`src/rtl/sub32_seq_pkg.sv`:
```
// Shared definitions for the sliced sequential subtractor: FSM encoding and
// slice-count helpers used at elaboration.
package sub32_seq_pkg;

   typedef enum logic [1:0] {
      StIdle = 2'd0,
      StBusy = 2'd1,
      StDone = 2'd2
   } state_e;

   // Number of compute cycles per operation.
   function automatic int unsigned num_slices(input int unsigned width,
                                              input int unsigned slice);
      return width / slice;
   endfunction

   // Operand width must split into whole slices.
   function automatic bit slices_ok(input int unsigned width, input int unsigned slice);
      return (slice != 0) && (width != 0) && ((width % slice) == 0);
   endfunction

   // Index register width; at least one bit even for a single slice.
   function automatic int unsigned idx_width(input int unsigned nslices);
      return (nslices > 1) ? $clog2(nslices) : 1;
   endfunction

endpackage

```
`src/rtl/sub32_seq_sub_slice.sv`:
```
// Combinational SLICE-bit subtractor with borrow in/out:
// {bout, diff} = a - b - bin.
module sub_slice #(
   parameter int unsigned SLICE = 16
) (
   input  logic [SLICE-1:0] a,
   input  logic [SLICE-1:0] b,
   input  logic             bin,
   output logic [SLICE-1:0] diff,
   output logic             bout
);

   // Widen by one bit so the wrap-around of the subtraction lands in bout.
   always_comb begin
      {bout, diff} = {1'b0, a} - {1'b0, b} - {{SLICE{1'b0}}, bin};
   end

endmodule

```
`src/rtl/sub32_seq.sv`:
```
// Multi-cycle two's-complement subtractor. Operands are captured on accept and
// processed one SLICE-bit slice per cycle, least significant first, with the
// borrow carried between slices in a register.
module sub32_seq
   import sub32_seq_pkg::*;
#(
   parameter int unsigned WIDTH = 32,
   parameter int unsigned SLICE = 16
) (
   input  logic             clk,
   input  logic             reset,
   input  logic             in_valid,
   output logic             in_ready,
   input  logic [WIDTH-1:0] a,
   input  logic [WIDTH-1:0] b,
   output logic             out_valid,
   input  logic             out_ready,
   output logic [WIDTH-1:0] diff,
   output logic             borrow,
   output logic             overflow
);

   localparam int unsigned NSLICES = num_slices(WIDTH, SLICE);
   localparam int unsigned IdxW    = idx_width(NSLICES);

   if (!slices_ok(WIDTH, SLICE)) begin : gen_bad_cfg
      $error("sub32_seq: WIDTH must be a non-zero multiple of SLICE");
   end

   state_e             state_q, state_d;
   logic [WIDTH-1:0]   a_q, a_d;
   logic [WIDTH-1:0]   b_q, b_d;
   logic [WIDTH-1:0]   diff_q, diff_d;
   logic [IdxW-1:0]    idx_q, idx_d;
   logic               chain_q, chain_d;
   logic               borrow_q, borrow_d;
   logic               overflow_q, overflow_d;

   logic [SLICE-1:0]   slice_a, slice_b, slice_diff;
   logic               slice_bout;
   logic               last_slice;

   // Select the current slice of the captured operands.
   always_comb begin
      slice_a    = a_q[idx_q*SLICE +: SLICE];
      slice_b    = b_q[idx_q*SLICE +: SLICE];
      last_slice = (idx_q == IdxW'(NSLICES - 1));
   end

   sub_slice #(
      .SLICE (SLICE)
   ) u_sub_slice (
      .a    (slice_a),
      .b    (slice_b),
      .bin  (chain_q),
      .diff (slice_diff),
      .bout (slice_bout)
   );

   // Next-state logic: handshake, slice sequencing and result flags.
   always_comb begin
      state_d    = state_q;
      a_d        = a_q;
      b_d        = b_q;
      diff_d     = diff_q;
      idx_d      = idx_q;
      chain_d    = chain_q;
      borrow_d   = borrow_q;
      overflow_d = overflow_q;

      unique case (state_q)
         StIdle: begin
            if (in_valid) begin
               a_d     = a;
               b_d     = b;
               chain_d = 1'b0;
               idx_d   = '0;
               state_d = StBusy;
            end
         end
         StBusy: begin
            diff_d[idx_q*SLICE +: SLICE] = slice_diff;
            chain_d = slice_bout;
            idx_d   = idx_q + 1'b1;
            if (last_slice) begin
               idx_d      = '0;
               borrow_d   = slice_bout;
               // Signed overflow: operand signs differ and result sign leaves a's sign.
               overflow_d = (a_q[WIDTH-1] != b_q[WIDTH-1]) &&
                            (slice_diff[SLICE-1] != a_q[WIDTH-1]);
               state_d    = StDone;
            end
         end
         StDone: begin
            if (out_ready) begin
               state_d = StIdle;
            end
         end
         default: begin
            state_d = StIdle;
         end
      endcase
   end

   // State and datapath registers with synchronous reset.
   always_ff @(posedge clk) begin
      if (reset) begin
         state_q    <= StIdle;
         a_q        <= '0;
         b_q        <= '0;
         diff_q     <= '0;
         idx_q      <= '0;
         chain_q    <= 1'b0;
         borrow_q   <= 1'b0;
         overflow_q <= 1'b0;
      end else begin
         state_q    <= state_d;
         a_q        <= a_d;
         b_q        <= b_d;
         diff_q     <= diff_d;
         idx_q      <= idx_d;
         chain_q    <= chain_d;
         borrow_q   <= borrow_d;
         overflow_q <= overflow_d;
      end
   end

   // Handshake outputs decode directly from the state.
   always_comb begin
      in_ready  = (state_q == StIdle);
      out_valid = (state_q == StDone);
      diff      = diff_q;
      borrow    = borrow_q;
      overflow  = overflow_q;
   end

endmodule
```
`config.mk`:
```
export PLATFORM = sky130hd
export DESIGN_NAME = sub32_seq
export DESIGN_NICKNAME = d
export VERILOG_FILES = /design/src/rtl/sub32_seq_pkg.sv /design/src/rtl/sub32_seq_sub_slice.sv /design/src/rtl/sub32_seq.sv
export SDC_FILE = /design/constraint.sdc
export NUM_CORES = 1
export LEC_CHECK = 0
export ABC_CLOCK_PERIOD_IN_PS = 4230
export BUFFER_PORTS_ARGS = -buffer_cell sky130_fd_sc_hd__buf_2
export CORE_ASPECT_RATIO = 0.6
export CORE_MARGIN = 10
export CORE_UTILIZATION = 53
export CTS_BUF_LIST = sky130_fd_sc_hd__clkbuf_8 sky130_fd_sc_hd__clkbuf_16
export DETAILED_ROUTE_END_ITERATION = 16
export PLACE_DENSITY_LB_ADDON = 0.2
export SYNTH_ARGS = -nofsm -noshare
export SYNTH_HDL_FRONTEND = slang
export SYNTH_SLANG_ARGS = --single-unit
```
`constraint.sdc`:
```
create_clock -name clk -period 4.23 [get_ports clk]
set_clock_uncertainty 0.2 [all_clocks]
set_input_delay 0.846 -clock clk [delete_from_list [all_inputs] [get_ports clk]]
set_output_delay 0.846 -clock clk [all_outputs]
set_load 0.01 [all_outputs]
```
Word level (Yosys, flattened, before mapping). Cells that the tools add are included. Widths: inputs -> output; s select.

Equality and inequality tests: 7. Add/sub/neg operators: 4. Shift-type cells: 4. Reduce and logical (&&, ||, !) cells: 7. Multiplexer cells: 9.

Operators with widths (count): $shiftx 32x6->16 (2); $neg 5->34 (1); $shift 16x34->32 const A (1); $shiftx 16x34->32 (1); $bwmux 32 (1); $sub 16x16->17 (1); $sub 17x1->17 (1); $mux 2 (3); $pmux 2 s3 (1); $reduce_and 2->1 (3); $ne 2x2->1 const B (2); $pmux 1 s2 (2); $reduce_and 3->1 (1); $eq 2x1->1 const B (1); $eq 2x2->1 const B (1); $logic_not 2->1 (1); $mux 1 (2); $ne 1x1->1 (2); $ne 2x1->1 const B (1); $reduce_bool 2->1 (1); $add 1x1->1 const B (1); $logic_and 1x1->1 (1).

Output and inout port bits: 36. Bits in registers: 102. Bits of input ports: 68. Logic and storage cells: 39.

Depth between registers and ports, before layout.
Depth in word-level cells: 5. Mapped depth: 14. Depth with buffers taken out: 11.

Hierarchy. From an unflattened synthesis, not the netlist that was laid out.

Cells, all modules: 640. Area total of the unflattened synthesis: 5251.3 um^2.

Modules (own cells, without submodules): sub32_seq (times used 1, area an instance 4001.3 um^2, cells each 465, sequential area each 2042.0 um^2); sub_slice (times used 1, area an instance 1249.9 um^2, cells each 175, sequential area each 0.0 um^2).

Worst setup path after synthesis. OpenSTA, ideal clock, no wires.

Path kind: reg-to-reg. Start: register idx_q. End: register diff_q[30] (netlist: diff[30]). Stages on the path, launching flop included: 13. Setup time: 0.086 ns. Setup slack: 0.653 ns. Clock period less this slack: 3.577 ns. Data arrival time: 3.292 ns. Required time: 3.944 ns. Path buffers: 2. Cell sequence: dfxtp_1 -> buf_6 -> clkbuf_1 -> mux2_2 -> fa_1 -> fa_1 -> nand2b_1 -> a21oi_1 -> o21ai_1 -> and3_1 -> o311ai_1 -> xnor2_1 -> a211oi_1.

Word-level cells in the longest chain between the ends: 5. Elaborated cells on any way between the ends: 8. Classes of those cells: 3 x add/sub; 4 x shift; 1 x mux.

Ends and longest elaborated chain: start: declaration (RTL line sub32_seq.sv:34) `logic [IdxW-1:0] idx_q, idx_d;`; start signal: assignment (RTL line sub32_seq.sv:121) `idx_q <= idx_d;`; $shiftx 32x6->16, on equally long branches (RTL line sub32_seq.sv:45, sub32_seq.sv:46); $sub 16x16->17 (RTL line sub32_seq_sub_slice.sv:15) `{bout, diff} = {1'b0, a} - {1'b0, b} - {{SLICE{1'b0}}, bin};`; $sub 17x1->17 (RTL line sub32_seq_sub_slice.sv:15); $shiftx 16x34->32 (RTL line sub32_seq.sv:82) `diff_d[idx_q*SLICE +: SLICE] = slice_diff;`; $bwmux 32 * (RTL line sub32_seq.sv:82); end signal: assignment (RTL line sub32_seq.sv:120) `diff_q <= diff_d;`; end: declaration (RTL line sub32_seq.sv:33) `logic [WIDTH-1:0] diff_q, diff_d;`.

Every way passes the cells marked *; elsewhere a longest branch is shown, timed or not. A chain may end at the register's enable or synchronous reset.

Worst setup path after layout.
Start: register idx_q. End: register overflow_q (netlist: overflow).

Word-level cells in the longest chain between the ends: 5. Elaborated cells on any way between the ends: 7. Classes of those cells: 2 x add/sub; 1 x eq/ne; 2 x shift; 2 x reduce/logical.

Ends and longest elaborated chain: $shiftx 32x6->16, on equally long branches (RTL line sub32_seq.sv:45, sub32_seq.sv:46); $sub 16x16->17 (RTL line sub32_seq_sub_slice.sv:15); $sub 17x1->17 (RTL line sub32_seq_sub_slice.sv:15); $ne 1x1->1 (RTL line sub32_seq.sv:90) `(slice_diff[SLICE-1] != a_q[WIDTH-1]);`; $logic_and 1x1->1 (RTL line sub32_seq.sv:89) `overflow_d = (a_q[WIDTH-1] != b_q[WIDTH-1]) &&`; end signal: assignment (RTL line sub32_seq.sv:124) `overflow_q <= overflow_d;`; end: declaration (RTL line sub32_seq.sv:37) `logic overflow_q, overflow_d;`.

Several ways; a longest one is shown, not always the timed one.

==> key figures <==
Critical path
  – Worst path cell trace: buf_4, mux2_2, ha_1, inv_1, ha_1, nand2_1, o31ai_1, a21o_1, nand3_2, or3b_1, a31oi_1
  – Kind of critical path: reg2reg
  – Worst reg2reg startpoint: idx_q$_SDFFE_PP0P_
  – Startpoint types: register
  – Reg2Reg Capture Point: overflow$_SDFFE_PP0P_
  – R2R Setup Slk: 0.42 ns
  – CP Capture Type: register
  – Critical path data arrival time: 3.88 ns
  – Required time of the worst setup path: 4.30 ns
  – Worst-path fanout max: 23
  – R2R depth: 11
  – Cell with the largest stage delay on the worst path: o31ai_1
  – Critical Path Max Stage Delay: 0.58 ns
  – Most frequent CP cell: ha_1

Synthesis
  – Synthesized instance count: 626
  – Syn nets: 724
  – Number of distinct standard cells referenced by the synthesized netlist: 48
  – Post-Syn Area: 0.00498 mm²
  – Post-synthesis area per instance: 7.95 µm²
  – Share of the yosys chip area belonging to registers: 41.0%
  – Share of flip-flops with an asynchronous set or reset after synthesis: 0%
  – Yosys warning count: 0
  – Post-synth top flop: dfxtp_1
  – Post-synth EDFFs: 0
  – Seq cells post-synth: 102

Routing
  – Number of detailed-routing iterations run before antenna repair: 4
  – Final routed wire length divided by cell count: 14.8 µm
  – DRC marker count from the first detailed-route iteration: 220
  – DRC violation count after routing: 0
  – Number of nets with antenna violations after detailed routing: 0
  – Final Routed Wirelength: 12500 µm
  – Routed vias/inst: 5.30
  – Via count: 4459

Timing
  – Maximum operating frequency: 263 MHz
  – Total negative slack: 0 ns
  – Count of final setup violators: 0
  – Transition at the pin with the smallest max-transition slack: 1.23 ns
  – Final number of max-transition violations: 0
  – Fin. Hold Viols: 0
  – Worst setup slack after layout: 0.424 ns
  – Share of the cycle needed by the critical path after routing: 90.0%
  – Unrepaired setup endpoints after global routing: false
  – Post-layout min period: 3.81 ns
  – Slew headroom: 17.5%

Cells and area
  – # diodes: 0
  – Layout cell share with drive strength beyond 1: 20.7%
  – Multi-input gate area in the final layout: 0.00268 mm²
  – Post-synthesis to final-layout area growth: 17.3%
  – Sequential cell area: 0.00204 mm²
  – Number of fill cells in the layout: 836
  – Number of nets at the end of the flow: 804

Global route
  – Residual overflow from global routing: 0
  – Global Route Usage Sum: 18.1%
  – Wire length of the first global-routing pass: 21000 µm
  – Antenna violations before repair: 0
  – Via count of the first global-routing pass: 4458
  – Largest net degree at the start of global routing: 111

Floorplan
  – Area of the placeable core: 0.00916 mm²
  – Die area: 0.0138 mm²
  – Ports placed on the boundary: 104
  – Height of the die: 95.1 µm
  – Number of cell rows: 27
  – Die Width: 145 µm
  – Starting density of the core: 54.4%

Clock network
  – # Post-CTS Setup Buffers: 0
  – Cell at the root of the clock tree: clkbuf_16
  – CTS tree: built
  – Number of instances resized during post-cts repair: 0
  – Hold_buf cts: 0
  – Sinks on the clock net: 102
  – Total clock buffers created by CTS: 9
  – Clock latency on the worst-skew pair: 0.34 ns
  – Number of levels in the clock H-tree: 3
  – Clock-pin slew reported for the worst setup and hold paths after clock tree synthesis: 0.07 ns
  – Largest buffer count on any clock path: 2

Worst hold path
  – Worst hold stages: 2
  – Destination of the worst hold path: diff[16]$_SDFFE_PP0P_
  – Start point of the worst min-delay path: diff[16]$_SDFFE_PP0P_
  – Class of the tightest hold or removal check: reg2reg

Place
  – Port Buffer Count: 103
  – RePlAce Congestion: 0.861
  – Half-perimeter wire length after placement: 9190 µm
  – Pre-CTS WS: 0.428 ns

Power and ir drop
  – Leakage power: 2.54 nW
  – Maximum vdd ir drop: 0.233 mV
  – Total power density per cell area: 455 mW/mm²

Outcome
  – Outcome: complete, no violations

Flow run
  – Number of max-cap violations: 0
## layer usage
metal	track usage, %	up-vias	routed length (µm)	share of wire (%)
met3	5.34	12	863	6.9
met1	23.2	2029	5810	47
met4	4.69	0	110	0.88
li1	-	2264	-	-
met2	29.7	154	5670	46
met5	0	-	0	0
## how the worst max path moves through the flow
stage	startpoint	to	cells past startpoint
after floorplan	idx_q$_SDFFE_PP0P_	diff[30]$_SDFFE_PP0P_	12
after global placement	idx_q$_SDFFE_PP0P_	overflow$_SDFFE_PP0P_	11
after detailed placement	idx_q$_SDFFE_PP0P_	overflow$_SDFFE_PP0P_	11
after CTS	idx_q$_SDFFE_PP0P_	overflow$_SDFFE_PP0P_	11
after global routing	idx_q$_SDFFE_PP0P_	overflow$_SDFFE_PP0P_	12
final	idx_q$_SDFFE_PP0P_	overflow$_SDFFE_PP0P_	11
## through the flow
stage / total power, W / hold slack (ns) / area [µm²] / cells / utilization [%]
2_1_floorplan: 0.00165 / 0.233 / 4980 / 626 / -
3_3_place_gp: 0.00182 / 0.238 / 5540 / 825 / 60.5
3_5_place_dp: 0.00185 / 0.243 / 5540 / 825 / 60.5
4_1_cts: 0.00267 / 0.252 / 5840 / 841 / 63.8
5_1_grt: 0.00282 / 0.275 / 5840 / 841 / 63.8
6_report: 0.00266 / 0.251 / 5840 / 841 / 63.8
## cell usage in the layout (no fill, tap or decap), types with 4 or more instances in the layout
master	instances
nand3b_1	4
nor2_1	20
o21ai_0	6
xnor2_1	7
buf_2	102
a21o_1	6
a21oi_1	101
nor2b_1	4
mux2_2	15
o31ai_1	5
nand2_1	178
dfxtp_1	101
clkbuf_16	9
inv_1	31
mux2i_1	16
nand3_1	4
ha_1	28
a211oi_1	6
o21bai_1	4
buf_4	4
nand2b_1	5
o21a_1	5
## report_power, final
part           internal (W)  switching [W]
Clock              0.000459       0.000362
Combinational      0.000310       0.000447
Sequential          0.00103      0.0000431
## cells by family (layout without fill, tap and decap cells)
family	after synthesis	count (layout)	synth area share, %
compound gates	147	147	16.8
mux	32	32	6.91
simple gates	237	237	20.3
fa+ha+maj	30	30	7.84
buf+inv	68	153	5.28
xor+xnor	10	10	1.76
flops	102	102	41.0
## cell type report
cell class,count,area share (%)
Multi-Input combinational cell,456,45.8
Sequential cell,102,35.0
Timing Repair Buffer,106,9.26
Clock buffer,9,3.86
Tap cell,130,2.79
Inverter,31,1.99
Clock inverter,7,1.29
## sequential cells by signal, indices dropped and copies added (netlist names)
register,flops
a_q,32
b_q,32
borrow,1
chain_q,1
diff,32
idx_q,1
overflow,1
state_q,2
## worst max-delay path: cells and delay by family, from the launching register on
family | cells | cell delay (ns)
AO/OA/AOI/OAI | 3 | 0.98
adder cells (fa/ha/maj) | 2 | 0.62
AND/OR/NAND/NOR | 3 | 0.57
flip-flops | 1 | 0.53
buffers and inverters | 2 | 0.46
multiplexers | 1 | 0.39
## synthesized netlist by cell type, types with 3 or more instances
master | n | area (µm²)
nand2_1 | 179 | 672
dfxtp_1 | 102 | 2040
a21oi_1 | 101 | 505
clkbuf_1 | 33 | 124
inv_1 | 31 | 116
ha_1 | 28 | 350
nor2_1 | 20 | 75.1
mux2i_1 | 16 | 160
mux2_2 | 15 | 169
xnor2_1 | 7 | 61.3
a211oi_1 | 6 | 45.0
a21o_1 | 6 | 45.0
o21ai_0 | 6 | 30.0
nand2b_1 | 5 | 31.3
o21a_1 | 5 | 37.5
o31ai_1 | 5 | 37.5
nand3_1 | 4 | 20.0
nand3b_1 | 4 | 30.0
nor2b_1 | 4 | 25.0
o21bai_1 | 4 | 30.0
buf_1 | 3 | 11.3
nor3_1 | 3 | 15.0
nor3b_1 | 3 | 22.5
xor2_1 | 3 | 26.3
(Power assumes the default switching activity.)
